==> src/rtl/ofdm_cp_serializer_pkg.sv <==
// rtl/ofdm_cp_serializer_pkg.sv - shared OFDM constants and cyclic-prefix FSM states
package ofdm_cp_serializer_pkg;

  localparam int WORD_SIZE_DEF = 16;
  localparam int N_POINTS_DEF  = 32;
  localparam int CP_LEN_DEF    = 8;

  typedef enum logic [1:0] {
    ST_IDLE = 2'd0,
    ST_CP   = 2'd1,
    ST_BODY = 2'd2
  } cp_state_t;

  function automatic int idx_width(input int n_points);
    return $clog2(n_points);
  endfunction

endpackage

==> src/rtl/ofdm_frame_buffer.sv <==
// rtl/ofdm_frame_buffer.sv - one OFDM symbol of complex samples with a full flag
module ofdm_frame_buffer
  import ofdm_cp_serializer_pkg::*;
#(
  parameter int WORD_SIZE = WORD_SIZE_DEF,
  parameter int N_POINTS  = N_POINTS_DEF
) (
  input  logic                          clk,
  input  logic                          rst_n,
  input  logic                          load,
  input  logic                          clear,
  input  logic [N_POINTS*WORD_SIZE-1:0] load_re,
  input  logic [N_POINTS*WORD_SIZE-1:0] load_im,
  output logic [N_POINTS*WORD_SIZE-1:0] data_re,
  output logic [N_POINTS*WORD_SIZE-1:0] data_im,
  output logic                          full
);

  // A load wins over a clear so a buffer can be emptied and refilled on the same edge.
  always_ff @(posedge clk or negedge rst_n) begin
    if (!rst_n) begin
      data_re <= '0;
      data_im <= '0;
      full    <= 1'b0;
    end else if (load) begin
      data_re <= load_re;
      data_im <= load_im;
      full    <= 1'b1;
    end else if (clear) begin
      full    <= 1'b0;
    end
  end

endmodule

==> src/rtl/ofdm_cp_serializer.sv <==
// rtl/ofdm_cp_serializer.sv - captures parallel IFFT frames and streams them with a cyclic prefix
module ofdm_cp_serializer
  import ofdm_cp_serializer_pkg::*;
#(
  parameter int WORD_SIZE = WORD_SIZE_DEF,
  parameter int N_POINTS  = N_POINTS_DEF,
  parameter int CP_LEN    = CP_LEN_DEF
) (
  input  logic                          i_clk,
  input  logic                          i_rst,
  input  logic [N_POINTS*WORD_SIZE-1:0] i_frame_re,
  input  logic [N_POINTS*WORD_SIZE-1:0] i_frame_im,
  input  logic                          i_frame_valid,
  output logic [WORD_SIZE-1:0]          o_sample_re,
  output logic [WORD_SIZE-1:0]          o_sample_im,
  output logic                          o_valid,
  input  logic                          i_ready,
  output logic                          o_sof,
  output logic                          o_eof,
  output logic                          o_overflow,
  output logic                          o_busy
);

  localparam int                FW       = N_POINTS * WORD_SIZE;
  localparam int                IDX_W    = idx_width(N_POINTS);
  localparam logic [IDX_W-1:0]  CP_START = IDX_W'(N_POINTS - CP_LEN);
  localparam logic [IDX_W-1:0]  LAST_IDX = IDX_W'(N_POINTS - 1);

  cp_state_t        state, state_nxt;
  logic [IDX_W-1:0] idx, idx_nxt;
  logic             overflow;
  logic             hs, body_done, act_free;
  logic             act_full, pend_full;
  logic             act_load, act_clear, pend_load, pend_clear, drop;
  logic [FW-1:0]    act_re, act_im, pend_re, pend_im, act_src_re, act_src_im;

  assign hs        = (state != ST_IDLE) & i_ready;
  assign body_done = (state == ST_BODY) & (idx == LAST_IDX) & hs;
  assign act_free  = ~act_full | body_done;

  // Buffer steering: pending always drains into active before a newer frame can.
  always_comb begin
    act_load   = 1'b0;
    act_clear  = 1'b0;
    pend_load  = 1'b0;
    pend_clear = 1'b0;
    drop       = 1'b0;
    act_src_re = i_frame_re;
    act_src_im = i_frame_im;
    if (i_frame_valid) begin
      if (act_free && pend_full) begin
        act_load   = 1'b1;
        act_src_re = pend_re;
        act_src_im = pend_im;
        pend_load  = 1'b1;
      end else if (act_free) begin
        act_load = 1'b1;
      end else if (!pend_full) begin
        pend_load = 1'b1;
      end else begin
        drop = 1'b1;
      end
    end else if (body_done) begin
      if (pend_full) begin
        act_load   = 1'b1;
        act_src_re = pend_re;
        act_src_im = pend_im;
        pend_clear = 1'b1;
      end else begin
        act_clear = 1'b1;
      end
    end
  end

  ofdm_frame_buffer #(.WORD_SIZE(WORD_SIZE), .N_POINTS(N_POINTS)) u_active (
    .clk(i_clk), .rst_n(i_rst), .load(act_load), .clear(act_clear),
    .load_re(act_src_re), .load_im(act_src_im),
    .data_re(act_re), .data_im(act_im), .full(act_full)
  );

  ofdm_frame_buffer #(.WORD_SIZE(WORD_SIZE), .N_POINTS(N_POINTS)) u_pending (
    .clk(i_clk), .rst_n(i_rst), .load(pend_load), .clear(pend_clear),
    .load_re(i_frame_re), .load_im(i_frame_im),
    .data_re(pend_re), .data_im(pend_im), .full(pend_full)
  );

  always_ff @(posedge i_clk or negedge i_rst) begin
    if (!i_rst) begin
      state    <= ST_IDLE;
      idx      <= '0;
      overflow <= 1'b0;
    end else begin
      state <= state_nxt;
      idx   <= idx_nxt;
      if (drop) overflow <= 1'b1;
    end
  end

  always_comb begin
    state_nxt = state;
    idx_nxt   = idx;
    case (state)
      ST_IDLE: begin
        if (act_load) begin
          state_nxt = ST_CP;
          idx_nxt   = CP_START;
        end
      end
      ST_CP: begin
        if (hs) begin
          if (idx == LAST_IDX) begin
            state_nxt = ST_BODY;
            idx_nxt   = '0;
          end else begin
            idx_nxt = idx + 1'b1;
          end
        end
      end
      ST_BODY: begin
        if (hs) begin
          if (idx != LAST_IDX) begin
            idx_nxt = idx + 1'b1;
          end else if (act_load) begin
            state_nxt = ST_CP;
            idx_nxt   = CP_START;
          end else begin
            state_nxt = ST_IDLE;
            idx_nxt   = '0;
          end
        end
      end
      default: begin
        state_nxt = ST_IDLE;
        idx_nxt   = '0;
      end
    endcase
  end

  assign o_sample_re = act_re[idx*WORD_SIZE +: WORD_SIZE];
  assign o_sample_im = act_im[idx*WORD_SIZE +: WORD_SIZE];
  assign o_valid     = (state != ST_IDLE);
  assign o_sof       = (state == ST_CP) & (idx == CP_START);
  assign o_eof       = (state == ST_BODY) & (idx == LAST_IDX);
  assign o_overflow  = overflow;
  assign o_busy      = act_full | pend_full;

endmodule

==> config.mk <==
export PLATFORM = sky130hd
export DESIGN_NAME = ofdm_cp_serializer
export DESIGN_NICKNAME = d
export VERILOG_FILES = /design/src/rtl/ofdm_cp_serializer_pkg.sv /design/src/rtl/ofdm_frame_buffer.sv /design/src/rtl/ofdm_cp_serializer.sv
export SDC_FILE = /design/constraint.sdc
export NUM_CORES = 2
export LEC_CHECK = 0
export CAP_MARGIN = 10
export CORE_AREA = 2 2 418 420
export CTS_CLUSTER_SIZE = 16
export DETAILED_ROUTE_END_ITERATION = 7
export DIE_AREA = 0 0 420 422
export PLACE_DENSITY = 0.89
export SLEW_MARGIN = 20
export SYNTH_ARGS = -nofsm -noshare
export SYNTH_HDL_FRONTEND = slang
export SYNTH_HIERARCHICAL = 1
export SYNTH_SLANG_ARGS = --single-unit
==> constraint.sdc <==
create_clock -name i_clk -period 5.7 [get_ports i_clk]
set_input_delay 1.14 -clock i_clk [delete_from_list [all_inputs] [get_ports i_clk]]
set_output_delay 1.14 -clock i_clk [all_outputs]
set_load 0.02 [all_outputs]
==> impl_metrics.csv <==
group,metric,value,unit
run_status,outcome,"finished with violations",
run_status,violations,"setup timing",
worst_setup_path,slowest_delay,0.91,ns
detailed_routing,vias,62370,
cells_and_area,fillers,10610,
yosys,ys_warn_count,6,
sta,fin_ws,-0.03489,ns
power_and_ir_drop,p_seq_share,41.3,%
yosys,synthesis.area,100200,um2
detailed_routing,remaining_drc_errors,0,
power_and_ir_drop,p_leak,50.43,nW
floorplanning,io_pins,1065,
sta,hold_viol,0,
yosys,syn_nets,7367,
power_and_ir_drop,p_sw,0.02247,W
cells_and_area,instances_no_fill,9978,
grt,grt_use_met1,43.99,%
floorplanning,core,172900,um2
power_and_ir_drop,ir_drop,331.8,uV
cells_and_area,drive_above_1_share,50.10,%
sta,min_period,5.735,ns
power_and_ir_drop,netSwitchingFraction,34.19,%
yosys,synth.top_cell.area_share,51.40,%
floorplanning,die_y,422,um
floorplanning,die_w,420,um
clock_tree,cts_buffers,207,
worst_setup_path,ff2ff_path_depth,11,
placement,gp_congestion,0.9181,
worst_setup_path,crit_path_end_kind,"primary output",
placement,dp.cells,9471,
sta,worst_pin_slew,1.077,ns
yosys,yosys.area.top_type,"dfrtp_1",
sta,max_slew_margin,27.90,%
cells_and_area,nets,8393,
floorplanning,die_area,177200,um2
grt,busiest_layer,"met2",
worst_setup_path,cp.required,4.56,ns
grt,grt_pass1_wl,467300,um
detailed_routing,via_per_inst,6.251,
power_and_ir_drop,clkPwrFrac,21.9,%
clock_tree,root_buffer,"clkbuf_16",
worst_setup_path,timing.rr.end,"u_active/data_im[151]",
yosys,ys_seq_elements,2058,
clock_tree,cts_sinks,2058,
sta,setup_viol,1,
detailed_routing,route.detailed.wl_per_inst,32.88,um
worst_setup_path,path_class,"flop to primary output",
worst_setup_path,slowest_stage,"dfrtp_4",
clock_tree,cts_hold_buf,0,
power_and_ir_drop,finalPower,0.06571,W
worst_setup_path,crit_top_cell,"buf_12",
clock_tree,clockBufferDepth,3,
worst_setup_path,path_delay_family,"buffers and inverters",
power_and_ir_drop,powerDensity,542.5,nW/um2
worst_setup_path,path_max_fanout,25,
worst_setup_path,reg2reg_setup_slack,0.84,ns
cells_and_area,syn_to_final_growth,20.89,%
floorplanning,rows,153,
grt,use_met3,7.359,%
grt,grt_util_all_layers,36.47,%
grt,antenna_found_initial,149,
worst_setup_path,cp.buffers_inverters,3,
yosys,synthDistinctLibCells,39,
detailed_routing,initialDrtViolationCount,5589,
grt,grt_max_degree,151,
power_and_ir_drop,combPwrFrac,36.9,%
sta,maxSlewViolCount,0,
yosys,synth_enable_flop_cells,0,
yosys,yosysSeqAreaShare,51.40,%
detailed_routing,drt_first_pass_iters,8,
yosys,synth_flop_cell,"dfrtp_1",
grt,grt_pass1_vias,67010,
flow_run,drv_cap,0,
detailed_routing,wl,328100,um
floorplanning,start_util,57.96,%
clock_tree,cts_tree,"built",
clock_tree,clk_latency,0.89,ns
hold_path,min_path_type,"input pin to asynchronous set/reset pin",
clock_tree,clkTransAtPathRegs,0.06,ns
worst_setup_path,worstReg2RegStart,"idx[1]",
yosys,synth_area_leaders,"dfrtp_1 (51%), mux2_2 (25%), mux2_4 (13%), mux4_2 (2.9%), mux2i_1 (2.6%)",
sta,finalCritPeriodShare,100.6,%
worst_setup_path,path_cells,"buf_12 -> buf_12 -> mux2i_1 -> a22oi_1 -> nand3_1 -> nand4_1 -> clkdlybuf4s50_1",
worst_setup_path,cp.arrival,4.59,ns
power_and_ir_drop,p_int,0.04324,W
worst_setup_path,cp-start-kind,"flop",
detailed_routing,drtAntennaViolNets,0,
yosys,synth.avg_cell_area,15.82,um2
yosys,synth_async_sr_flop_share,100.0,%
placement,dp_hpwl,230000,um
clock_tree,h-tree-depth,4,
sta,skew,0.05415,ns
yosys,syn_inst,6334,
grt,grt_overflow,0,
sta,timing.fmax,0.1744,GHz
grt,grtUsageMet2,55.42,%
placement,io_buffer_count,1064,
per-stage QoR:
stage          util, %  setup TNS [ns]  hold WS (ns)  setup WS (ns)  area, um2
3_3_place_gp     65.67               0        0.4436         0.5532     113500
6_report         70.06        -0.03489        0.2259       -0.03489     121100
2_1_floorplan        -               0        0.4749          2.604     100200
3_5_place_dp     65.69               0        0.4614         0.7025     113500
4_1_cts          69.88               0        0.2780        0.01094     120800
5_1_grt          70.05       -0.008624        0.2694      -0.008624     121100
worst max-delay path by stage:
stage,start,endpoint,slack (ns),depth (start not counted)
floorplan,idx[0],o_sample_im[2],2.60,6
finish,idx[1],o_sample_re[4],-0.03,7
global route,idx[0],o_sample_re[1],-0.009,6
CTS,idx[2],o_sample_re[5],0.01,6
global placement,idx[0],o_sample_re[0],0.55,6
detailed placement,idx[0],o_sample_re[2],0.70,6
synth_stat cells, types with 3 or more instances:
| library cell | n |
|---|---|
| a21o_1 | 3 |
| nand3_1 | 67 |
| mux4_2 | 128 |
| a21oi_1 | 3 |
| buf_6 | 99 |
| mux2_4 | 858 |
| nor2_1 | 7 |
| inv_1 | 8 |
| buf_1 | 6 |
| mux2i_1 | 258 |
| mux2_2 | 2215 |
| nand4_1 | 33 |
| nand2_1 | 10 |
| ha_1 | 5 |
| a22oi_1 | 192 |
| and3_1 | 3 |
| clkbuf_1 | 56 |
| o21ai_0 | 4 |
| buf_4 | 60 |
| buf_2 | 231 |
| nor2b_1 | 8 |
| dfrtp_1 | 2058 |
state kept, by name, summed over array words and instances, names as in the netlist:
| signal | flops |
|---|---|
| u_active/data_im | 512 |
| o_overflow | 1 |
| state | 2 |
| u_pending/data_re | 512 |
| idx | 5 |
| u_active/data_re | 512 |
| u_pending/full | 1 |
| u_active/full | 1 |
| u_pending/data_im | 512 |
cell type report:
type	instances	area (um2)	area share (%)
clock inverters	72	933.4	0.7707
inverters	8	30.03	0.02479
well taps	2325	2909	2.402
multi-input cells	3817	45820	37.83
clock buffers	312	6226	5.141
flip-flops and latches	2058	51510	42.53
diodes	118	295.3	0.2438
repair buffers	1268	13390	11.06
logic make-up (layout without fill, tap and decap cells):
kind of cell | count (synthesis) | count (layout) | synth area share, %
flops | 2058 | 2058 | 51.40
fa+ha+maj | 5 | 5 | 0.06244
xor+xnor | 1 | 1 | 0.008744
mux | 3459 | 3459 | 43.21
buf+inv | 460 | 1660 | 2.979
compound gates | 211 | 211 | 1.572
other cells | 0 | 118 | 0
simple gates | 140 | 141 | 0.7643
worst register-to-register path, stage by stage, from the launching register on:
cell,delay [ns]
dfrtp_4,0.91
buf_12,0.34
ha_1,0.23
and3_1,0.17
ha_1,0.35
nand4b_2,0.28
nand2_1,0.17
ha_1,0.20
a22o_4,0.69
buf_12,0.56
mux2_2,0.56
mux2_2,0.28
power by group through the flow:
stage          logic, W  clock network [W]  registers [W]
3_5_place_dp     0.0234                  0         0.0268
3_3_place_gp     0.0227                  0         0.0262
2_1_floorplan    0.0156                  0         0.0247
6_report         0.0242             0.0144         0.0271
4_1_cts          0.0240             0.0144         0.0269
5_1_grt          0.0250             0.0151         0.0277
routing by layer:
layer,wire length [um],vias up,part of all wire [%]
met5,278,-,0.085
li1,-,25540,-
met4,34030,42,10
met1,120900,32780,37
met2,151700,2974,46
met3,21190,1036,6.5
placed cells by master (no fill, tap or decap), types with 3 or more instances in the layout:
cell	netlist	layout
o21ai_0	4	4
clkinv_8	0	5
mux4_2	128	128
buf_4	60	108
mux2i_1	258	258
nor2_1	7	4
clkbuf_8	0	63
mux2_2	2215	2215
nor2b_1	8	4
clkbuf_1	56	41
diode_2	0	118
ha_1	5	5
nand3_1	67	66
nand2_1	10	10
buf_12	0	95
inv_1	8	8
nor2_4	0	3
a22oi_1	192	186
nand4_1	33	33
bufinv_16	0	15
clkdlybuf4s50_1	0	1063
clkinv_2	0	36
nor2b_4	0	3
clkbuf_16	0	208
mux2_4	858	858
dfrtp_1	2058	2056
inv_16	0	6
a22oi_2	0	6
a21o_1	3	3
clkinvlp_4	0	6
timing repair:
item	4_1_cts	5_1_grt
endpoints found under the hold margin	0	0
cloned	1	0
setup buffers	2	2
pin swaps	2	0
gates resized for setup	7	0
endpoints found under the setup margin	19	1
No activity file was read; power rests on OpenSTA's default activity.
